`src/rtl/alu_pkg.sv`:
```
// Shared definitions for the ALU sharing controller.
// Contents: default opcode width, opcode constants, FSM state encoding,
// requester ID constants and the execution counter width.
package alu_pkg;

  localparam int OPW_DEF = 3;
  localparam int CNT_W   = 4;

  // Opcodes understood by the shared ALU
  localparam logic [2:0] OP_ADD  = 3'd0;
  localparam logic [2:0] OP_SUB  = 3'd1;
  localparam logic [2:0] OP_AND  = 3'd2;
  localparam logic [2:0] OP_OR   = 3'd3;
  localparam logic [2:0] OP_XOR  = 3'd4;
  localparam logic [2:0] OP_SHL  = 3'd5;
  localparam logic [2:0] OP_SHR  = 3'd6;
  localparam logic [2:0] OP_PASS = 3'd7;

  typedef enum logic [1:0] {
    IDLE = 2'd0,
    EXEC = 2'd1,
    RESP = 2'd2
  } state_t;

  localparam logic REQ0 = 1'b0;
  localparam logic REQ1 = 1'b1;

endpackage

```
`src/rtl/rr_arb2.sv`:
```
// Two-way arbiter for the ALU sharing controller.
// Build option: ALU_SHARE_FIXED_PRIO_EN selects fixed priority (requester 0
// wins ties, last_grant ignored); otherwise ties go to the requester that was
// not granted last (round-robin).
// Ports:
//   valid[1:0]  in   request valids, bit N = requester N
//   last_grant  in   ID of the most recently granted requester
//   enable      in   arbitration allowed (controller idle)
//   grant[1:0]  out  one-hot grant, zero when nothing granted
//   grant_id    out  ID of the granted requester (REQ0 when no grant)
module rr_arb2
  import alu_pkg::*;
(
  input  logic [1:0] valid,
  input  logic       last_grant,
  input  logic       enable,
  output logic [1:0] grant,
  output logic       grant_id
);

  logic [1:0] grant_s;
  logic       grant_id_s;

  // Combinational grant selection
  always_comb begin
    grant_s    = 2'b00;
    grant_id_s = REQ0;
    if (enable) begin
      case (valid)
        2'b01: begin
          grant_id_s = REQ0;
          grant_s    = 2'b01;
        end
        2'b10: begin
          grant_id_s = REQ1;
          grant_s    = 2'b10;
        end
        2'b11: begin
`ifdef ALU_SHARE_FIXED_PRIO_EN
          grant_id_s = REQ0;
`else
          grant_id_s = ~last_grant;
`endif
          grant_s    = (grant_id_s == REQ1) ? 2'b10 : 2'b01;
        end
        default: begin
          grant_id_s = REQ0;
          grant_s    = 2'b00;
        end
      endcase
    end else begin
      grant_id_s = REQ0;
      grant_s    = 2'b00;
    end
  end

  assign grant    = grant_s;
  assign grant_id = grant_id_s;

endmodule

```
`src/rtl/alu_share_ctrl.sv`:
```
// Shares one ALU between two valid/ready requesters. The winning operands and
// opcode are registered onto the ALU inputs, held for EXEC_CYCLES cycles, then
// the ALU result is captured and returned on a valid/ready response channel
// tagged with the requester ID.
// Build option: ALU_SHARE_FIXED_PRIO_EN (fixed priority to requester 0 on
// ties, no last_grant state); default is round-robin.
// Ports:
//   Clk, Rst                    clock, synchronous active-high reset
//   reqN_valid/ready            request handshake for requester N
//   reqN_a, reqN_b, reqN_op     requester N operands and opcode
//   alu_a, alu_b, alu_op        registered ALU inputs
//   alu_res                     ALU result
//   rsp_valid/ready             response handshake
//   rsp_data, rsp_id            captured result and issuing requester
//   busy                        high whenever the controller is not idle
module alu_share_ctrl
  import alu_pkg::*;
#(
  parameter int WIDTH       = 4,
  parameter int OPW         = OPW_DEF,
  parameter int EXEC_CYCLES = 1
) (
  input  logic             Clk,
  input  logic             Rst,
  input  logic             req0_valid,
  output logic             req0_ready,
  input  logic [WIDTH-1:0] req0_a,
  input  logic [WIDTH-1:0] req0_b,
  input  logic [OPW-1:0]   req0_op,
  input  logic             req1_valid,
  output logic             req1_ready,
  input  logic [WIDTH-1:0] req1_a,
  input  logic [WIDTH-1:0] req1_b,
  input  logic [OPW-1:0]   req1_op,
  output logic [WIDTH-1:0] alu_a,
  output logic [WIDTH-1:0] alu_b,
  output logic [OPW-1:0]   alu_op,
  input  logic [WIDTH-1:0] alu_res,
  output logic             rsp_valid,
  input  logic             rsp_ready,
  output logic [WIDTH-1:0] rsp_data,
  output logic             rsp_id,
  output logic             busy
);

  // Counter value on the final EXEC cycle
  localparam logic [CNT_W-1:0] EXEC_LAST = CNT_W'(EXEC_CYCLES - 1);

  state_t           state_r;
  state_t           state_s;
  logic [CNT_W-1:0] cnt_r;
  logic [WIDTH-1:0] alu_a_r;
  logic [WIDTH-1:0] alu_b_r;
  logic [OPW-1:0]   alu_op_r;
  logic             rsp_valid_r;
  logic [WIDTH-1:0] rsp_data_r;
  logic             rsp_id_r;
  logic             busy_r;
  logic             last_grant_s;

  logic [1:0]       grant_s;
  logic             grant_id_s;
  logic             accept_s;
  logic [WIDTH-1:0] sel_a_s;
  logic [WIDTH-1:0] sel_b_s;
  logic [OPW-1:0]   sel_op_s;

`ifdef ALU_SHARE_FIXED_PRIO_EN
  assign last_grant_s = REQ1;
`else
  logic last_grant_r;

  // Remember the last granted requester for round-robin tie breaking
  always_ff @(posedge Clk) begin
    if (Rst) begin
      last_grant_r <= REQ1;
    end else if ((state_r == IDLE) && accept_s) begin
      last_grant_r <= grant_id_s;
    end else begin
      last_grant_r <= last_grant_r;
    end
  end

  assign last_grant_s = last_grant_r;
`endif

  rr_arb2 u_arb (
    .valid      ({req1_valid, req0_valid}),
    .last_grant (last_grant_s),
    .enable     (state_r == IDLE),
    .grant      (grant_s),
    .grant_id   (grant_id_s)
  );

  // A grant always implies the matching valid, so any grant is an accept
  assign accept_s   = (grant_s != 2'b00);
  assign req0_ready = grant_s[0];
  assign req1_ready = grant_s[1];

  assign sel_a_s  = (grant_id_s == REQ1) ? req1_a  : req0_a;
  assign sel_b_s  = (grant_id_s == REQ1) ? req1_b  : req0_b;
  assign sel_op_s = (grant_id_s == REQ1) ? req1_op : req0_op;

  // Next-state logic
  always_comb begin
    state_s = state_r;
    case (state_r)
      IDLE: begin
        if (accept_s) begin
          state_s = EXEC;
        end else begin
          state_s = IDLE;
        end
      end
      EXEC: begin
        if (cnt_r == EXEC_LAST) begin
          state_s = RESP;
        end else begin
          state_s = EXEC;
        end
      end
      RESP: begin
        if (rsp_ready) begin
          state_s = IDLE;
        end else begin
          state_s = RESP;
        end
      end
      default: begin
        state_s = IDLE;
      end
    endcase
  end

  // State, operand capture, execution counter and response registers
  always_ff @(posedge Clk) begin
    if (Rst) begin
      state_r     <= IDLE;
      cnt_r       <= {CNT_W{1'b0}};
      alu_a_r     <= {WIDTH{1'b0}};
      alu_b_r     <= {WIDTH{1'b0}};
      alu_op_r    <= {OPW{1'b0}};
      rsp_valid_r <= 1'b0;
      rsp_data_r  <= {WIDTH{1'b0}};
      rsp_id_r    <= REQ0;
      busy_r      <= 1'b0;
    end else begin
      state_r <= state_s;
      busy_r  <= (state_s != IDLE);
      case (state_r)
        IDLE: begin
          if (accept_s) begin
            alu_a_r  <= sel_a_s;
            alu_b_r  <= sel_b_s;
            alu_op_r <= sel_op_s;
            rsp_id_r <= grant_id_s;
            cnt_r    <= {CNT_W{1'b0}};
          end
        end
        EXEC: begin
          cnt_r <= cnt_r + 4'd1;
          if (cnt_r == EXEC_LAST) begin
            rsp_data_r  <= alu_res;
            rsp_valid_r <= 1'b1;
          end
        end
        RESP: begin
          if (rsp_ready) begin
            rsp_valid_r <= 1'b0;
          end
        end
        default: begin
          rsp_valid_r <= 1'b0;
        end
      endcase
    end
  end

  assign alu_a     = alu_a_r;
  assign alu_b     = alu_b_r;
  assign alu_op    = alu_op_r;
  assign rsp_valid = rsp_valid_r;
  assign rsp_data  = rsp_data_r;
  assign rsp_id    = rsp_id_r;
  assign busy      = busy_r;

endmodule
```
`config.mk`:
```
export PLATFORM = sky130hd
export DESIGN_NAME = alu_share_ctrl
export DESIGN_NICKNAME = d
export VERILOG_FILES = /design/src/rtl/alu_pkg.sv /design/src/rtl/rr_arb2.sv /design/src/rtl/alu_share_ctrl.sv
export SDC_FILE = /design/constraint.sdc
export NUM_CORES = 1
export LEC_CHECK = 0
export CAP_MARGIN = 10
export CORE_MARGIN = 3
export CORE_UTILIZATION = 41
export CTS_BUF_LIST = sky130_fd_sc_hd__clkbuf_16
export DETAILED_ROUTE_END_ITERATION = 12
export HOLD_SLACK_MARGIN = 0.1
export MAX_ROUTING_LAYER = met4
export PLACE_DENSITY_LB_ADDON = 0.3
export SLEW_MARGIN = 30
export SYNTH_ARGS = -nofsm -noshare
export SYNTH_HDL_FRONTEND = slang
export SYNTH_SLANG_ARGS = --single-unit
```
`constraint.sdc`:
```
create_clock -name Clk -period 2 [get_ports Clk]
set_clock_uncertainty 0.1 [all_clocks]
set_input_delay 0.2 -clock Clk [delete_from_list [all_inputs] [get_ports Clk]]
set_output_delay 0.2 -clock Clk [all_outputs]
set_load 0.005 [all_outputs]
```
-- Word level (Yosys, flattened, before mapping)
Cells that the tools add are included.
- bits in read-only memories: 0
- register bits after elaboration: 25
- memories kept: 0
- output and inout port bits: 20
- logic and storage cells: 48
- bits in latches: 0
- memory bits (writable): 0
- eq/ne operators: 8
- add/sub/neg operators: 1
- divide/modulo/power cells: 0
- shift operators: 0
- multiply operators: 0
- $lt $le $gt $ge: 0
- muxes and demuxes: 17
- reductions and logical operators: 10
- bitwise gates (word level): 2
- operators by type and width (kind ; count):
    $mux W4 ; 3
    $pmux W2 S3 ; 2
    $mux W2 ; 4
    $pmux W4 S2 ; 1
    $eq A2 B2 Y1 const B ; 3
    $ne A2 B2 Y1 const B ; 3
    $reduce_and A2 Y1 ; 3
    $reduce_bool A2 Y1 ; 3
    $add A4 B1 Y4 const B ; 1
    $eq A2 B1 Y1 const B ; 2
    $logic_not A4 Y1 ; 1
    $mux W1 ; 4
    $mux W3 ; 1
    $pmux W1 S3 ; 1
    $reduce_and A3 Y1 ; 1
    $logic_not A2 Y1 ; 1
    $not A1 Y1 ; 2
    $pmux W1 S2 ; 1
    $logic_and A1 B1 Y1 ; 1

-- Longest topological paths before layout
- word-level depth: 7
- gate-level depth with buffers: 7
- depth with buffers taken out: 5

-- Hierarchy
A second synthesis with hierarchy kept.
- cell total of the unflattened synthesis: 130
- area total of the unflattened synthesis: 1234.9 um^2
- modules (own cells, without submodules) (module ; area each (um^2) ; seq. area each (um^2) ; instances ; cells each):
    alu_share_ctrl ; 1208.7 ; 500.5 ; 1 ; 124
    rr_arb2 ; 26.3 ; 0.0 ; 1 ; 6

-- Worst setup path before layout
OpenSTA, ideal clock, no wires.
- path kind: register to register
- start point: register state_r[0]
- end point: register alu_a_r[0], in the netlist alu_a[0]
- arrival: 1.387 ns
- stages on the path, launching flop included: 8
- buffers on the path: 2
- setup slack: 0.432 ns
- setup time: 0.081 ns
- required time: 1.819 ns
- path through: dfxtp_1 -> buf_6 -> or3b_4 -> a21o_4 -> clkinv_4 -> buf_12 -> a21oi_1 -> a211oi_2
- longest elaborated chain between the ends: 4
- elaborated cells on any way between the ends: 6
- classes of those cells: 3 x mux; 3 x reduce/logical
- RTL lines (what ; RTL line ; RTL):
    from (decl) ; alu_share_ctrl.sv:49 ; state_t state_r;
    from (signal assigned) ; alu_share_ctrl.sv:148 ; state_r <= state_s;
    $logic_not A2 Y1 ; alu_share_ctrl.sv:90 ; .enable (state_r == IDLE),
    $mux W2 ; rr_arb2.sv:28 ; if (enable) begin
    named net req1_ready ; alu_share_ctrl.sv:31 ; output logic req1_ready,
    $reduce_bool A2 Y1 ; alu_share_ctrl.sv:96 ; assign accept_s = (grant_s != 2'b00);
    $reduce_and A2 Y1 (no source line) ; -- ;
    to (signal assigned) ; alu_share_ctrl.sv:140 ; alu_a_r <= {WIDTH{1'b0}};
    to (signal assigned) ; alu_share_ctrl.sv:153 ; alu_a_r <= sel_a_s;
    to (decl) ; alu_share_ctrl.sv:52 ; logic [WIDTH-1:0] alu_a_r;
The timed path passes the listed nets, and every way through them passes these cells.
A chain may end at the register's enable or synchronous reset.

-- Worst setup path in the final report
- start point: register state_r[1]
- end point: output port req0_ready
- longest elaborated chain between the ends: 2
- RTL lines (what ; RTL line ; RTL):
    $logic_not A2 Y1 ; alu_share_ctrl.sv:90 ;
    $mux W2 ; rr_arb2.sv:28 ;
    to (decl) ; alu_share_ctrl.sv:26 ; output logic req0_ready,
Every way passes these cells.

==> summary.md <==
| Metric | Value |
|---|---|
| Maximum vdd drop | `0.883 mV` |
| Final period util | `96.3%` |
| Slew HR | `68.2%` |
| Number of global-route vias before repair | `1161` |
| Die span in x | `58.9 µm` |
| Status | `finished, final reports clean` |
| Per-cell routed wire length | `14.3 µm` |
| Area growth syn-to-layout | `55.3%` |
| Post-Layout Cell Count | `218` |
| Clock Latency Late Sink | `260 ps` |
| Inserted Diodes | `0` |
| Internal power | `1.09 mW` |
| Remaining antenna violation count | `0` |
| NumNets Final | `222` |
| Required @ worst endpoint | `1700 ps` |
| Psw | `427 µW` |
| Minimum clock period | `1930 ps` |
| Top delay family on crit path | `buffers and inverters` |
| Mapped Cells | `133` |
| Clock group share of total power | `29.2%` |
| Switch share | `28.1%` |
| First-pass GRT wire length | `4970 µm` |
| CTS max path bufs | `2` |
| Netlist cell types | `27` |
| Sink Count | `25` |
| Die H | `58.9 µm` |
| Synthesized flop and latch total | `25` |
| Syn nets | `166` |
| First-pass iteration count of the detailed router | `4` |
| CP max-delay cell | `clkdlybuf4s50_1` |
| CTS buffer count | `3` |
| Worst hold stages | `2` |
| Fillers | `218` |
| Combinational power share | `31.4%` |
| CTS root buf | `clkbuf_16` |
| Core area | `2570 µm²` |
| Die area | `3470 µm²` |
| Post-Route WL | `3120 µm` |
| Reg2Reg Depth | `6` |
| Post-Syn Area | `1150 µm²` |
| Post-CTS Setup Bufs | `0` |
| Crit Path Max Fanout | `7` |
| Fmax | `519 MHz` |
| Initial DRC Count | `41` |
| FP Rows | `18` |
| Dpl hpwl | `2320 µm` |
| I/O Pins | `51` |
| Startpoint types | `flop` |
| Grt total ovfl | `0` |
| Leakage | `0.742 nW` |
| Share of cells above drive strength 1 | `13.8%` |
| RePlAce Congestion | `0.802` |
| RSZ-0062 raised after global routing | `no` |
| Crit path DAT | `1630 ps` |
| Worst-Margin Slew | `477 ps` |
| Post-CTS Resized | `2` |
| Max-Cap Viols | `0` |
| Initial antenna violation count | `0` |
| Worst Setup End Kind | `primary output` |
| Worst hold-check path type | `flop to flop` |
| Yosys warning count | `0` |
| Gr usage total | `19.0%` |
| Hold-fix buffers, CTS | `0` |
| WP buf/inv | `2` |
| Largest net degree at the start of global routing | `16` |
| Via density | `5.28` |
| CP max stage delay | `500 ps` |
| CTS tree | `done` |
| Critical-path cell list | `buf_4 -> nor2_2 -> nand2_2 -> a21oi_2 -> clkdlybuf4s50_1` |
| CP Class | `flop to primary output` |
| Max-slew violations | `0` |
| H-tree Lvls | `1` |
| Seq pwr share | `39.3%` |
| CP Depth | `5` |
| Final Setup Violations | `0` |
| Drt drc | `0` |
| Pwr/cell area | `852 nW/µm²` |
| Clock transition at the registers of the reported paths | `60 ps` |
| Sequential area share after synthesis | `43.7%` |
| Post-Place Cells | `214` |
| Initial Util | `44.6%` |
| IO Port Bufs | `50` |
| Hold Vio Cnt, Final | `0` |
| Syn avg cell area | `8.62 µm²` |
| Vias post-DR | `1152` |
| Overall Power | `1.52 mW` |
[Yosys cell counts, drive strengths merged]
cell	n	share of area, %
dfxtp	25	44
nor2	24	7.9
a21oi	21	9.2
nand2	15	4.9
a211oi	11	11
clkbuf	4	1.3
inv	4	1.3
mux2i	4	3.5
o21ai	4	1.7
a21o	3	2.6
buf	3	3.2
ha	2	2.2
nand2b	2	1.1
nand3	2	0.87
a211o	1	0.76
a31oi	1	0.55
clkinv	1	0.76
nand4	1	0.55
nor2b	1	0.55
nor3	1	0.44
o21a	1	0.66
o31ai	1	0.66
or3b	1	0.98
[area by class of cell]
class	instances	area (µm²)	share of cell area, %
clock inverter	1	5.00	0.281
tap	30	37.5	2.11
inverter	5	23.8	1.34
multi-input combinational	96	579	32.5
clock buffer	3	75.1	4.22
timing repair buffer	58	559	31.4
sequential	25	500	28.1
[worst min-delay path: cells and delay by family, from the launching register on]
family | cells | cell delay (ps)
compound gates | 1 | 60
flops | 1 | 310
simple gates | 1 | 50
[through the flow]
stage / worst slack [ps] / hold slack, ps / setup TNS [ps] / cell area, µm² / util, %
after floorplan: 432 / 173 / 0 / 1150 / -
after global placement: -103 / 348 / -103 / 1690 / 65.9
after detailed placement: -95.4 / 355 / -95.4 / 1690 / 65.9
after CTS: 38.5 / 367 / 0 / 1770 / 69.1
after global routing: 9.98 / 394 / 0 / 1780 / 69.3
final: 74.1 / 367 / 0 / 1780 / 69.3
[per-layer routing]
layer / track usage, % / part of all wire [%]
met1: 22.7 / 44
met4: 4.85 / 0.71
met2: 31.9 / 49
met5: - / 0
met3: 4.61 / 6.3
[worst paths after layout]
path	to	startpoint	slack, ps
worst max-delay path	req0_ready	state_r[1]	70
worst min-delay path	rsp_valid	rsp_valid	370
worst min register to register	rsp_valid	rsp_valid	370
worst max register to register	alu_op[2]	state_r[1]	370
[cells in the final DEF, fill, tap and decap left out]
| cell type | netlist | layout |
|---|---|---|
| a211o_1 | 1 | 1 |
| a211oi_1 | 3 | 3 |
| a211oi_2 | 8 | 8 |
| a21o_1 | 2 | 2 |
| a21o_4 | 1 | 1 |
| a21oi_1 | 21 | 20 |
| a21oi_2 | 0 | 1 |
| a31oi_1 | 1 | 1 |
| buf_4 | 0 | 8 |
| clkbuf_16 | 0 | 3 |
| clkdlybuf4s50_1 | 0 | 49 |
| clkinv_2 | 0 | 1 |
| clkinv_4 | 1 | 1 |
| dfxtp_1 | 25 | 25 |
| dlygate4sd2_1 | 0 | 1 |
| ha_1 | 2 | 2 |
| inv_1 | 4 | 4 |
| mux2i_1 | 4 | 4 |
| nand2_1 | 15 | 14 |
| nand2_2 | 0 | 1 |
| nand2b_1 | 2 | 2 |
| nand3_1 | 2 | 2 |
| nand4_1 | 1 | 1 |
| nor2_1 | 24 | 23 |
| nor2_2 | 0 | 1 |
| nor2b_1 | 1 | 1 |
| nor3_1 | 1 | 1 |
| o21a_1 | 1 | 1 |
| o21ai_0 | 4 | 4 |
| o31ai_1 | 1 | 1 |
| or3b_4 | 1 | 1 |
[kinds of logic after synthesis]
logic type | Yosys count | share of synthesized area (%)
compound gates | 43 | 26.9
simple gates | 47 | 17.2
buf+inv | 12 | 6.55
fa+ha+maj | 2 | 2.18
mux | 4 | 3.49
flops | 25 | 43.7
[power groups by stage]
| stage | clock network (mW) | logic, mW | registers [mW] |
|---|---|---|---|
| finish | 0.443 | 0.477 | 0.596 |
| detailed placement | 0 | 0.473 | 0.606 |
| global placement | 0 | 0.460 | 0.603 |
| CTS | 0.446 | 0.477 | 0.597 |
| floorplan | 0 | 0.240 | 0.611 |
| global route | 0.468 | 0.522 | 0.604 |
[registers in the layout, summed over array words and instances (netlist names), 2 cells and up]
signal,flops
alu_a,4
alu_b,4
alu_op,3
cnt_r,4
rsp_data,4
state_r,2
(Power assumes the default switching activity.)
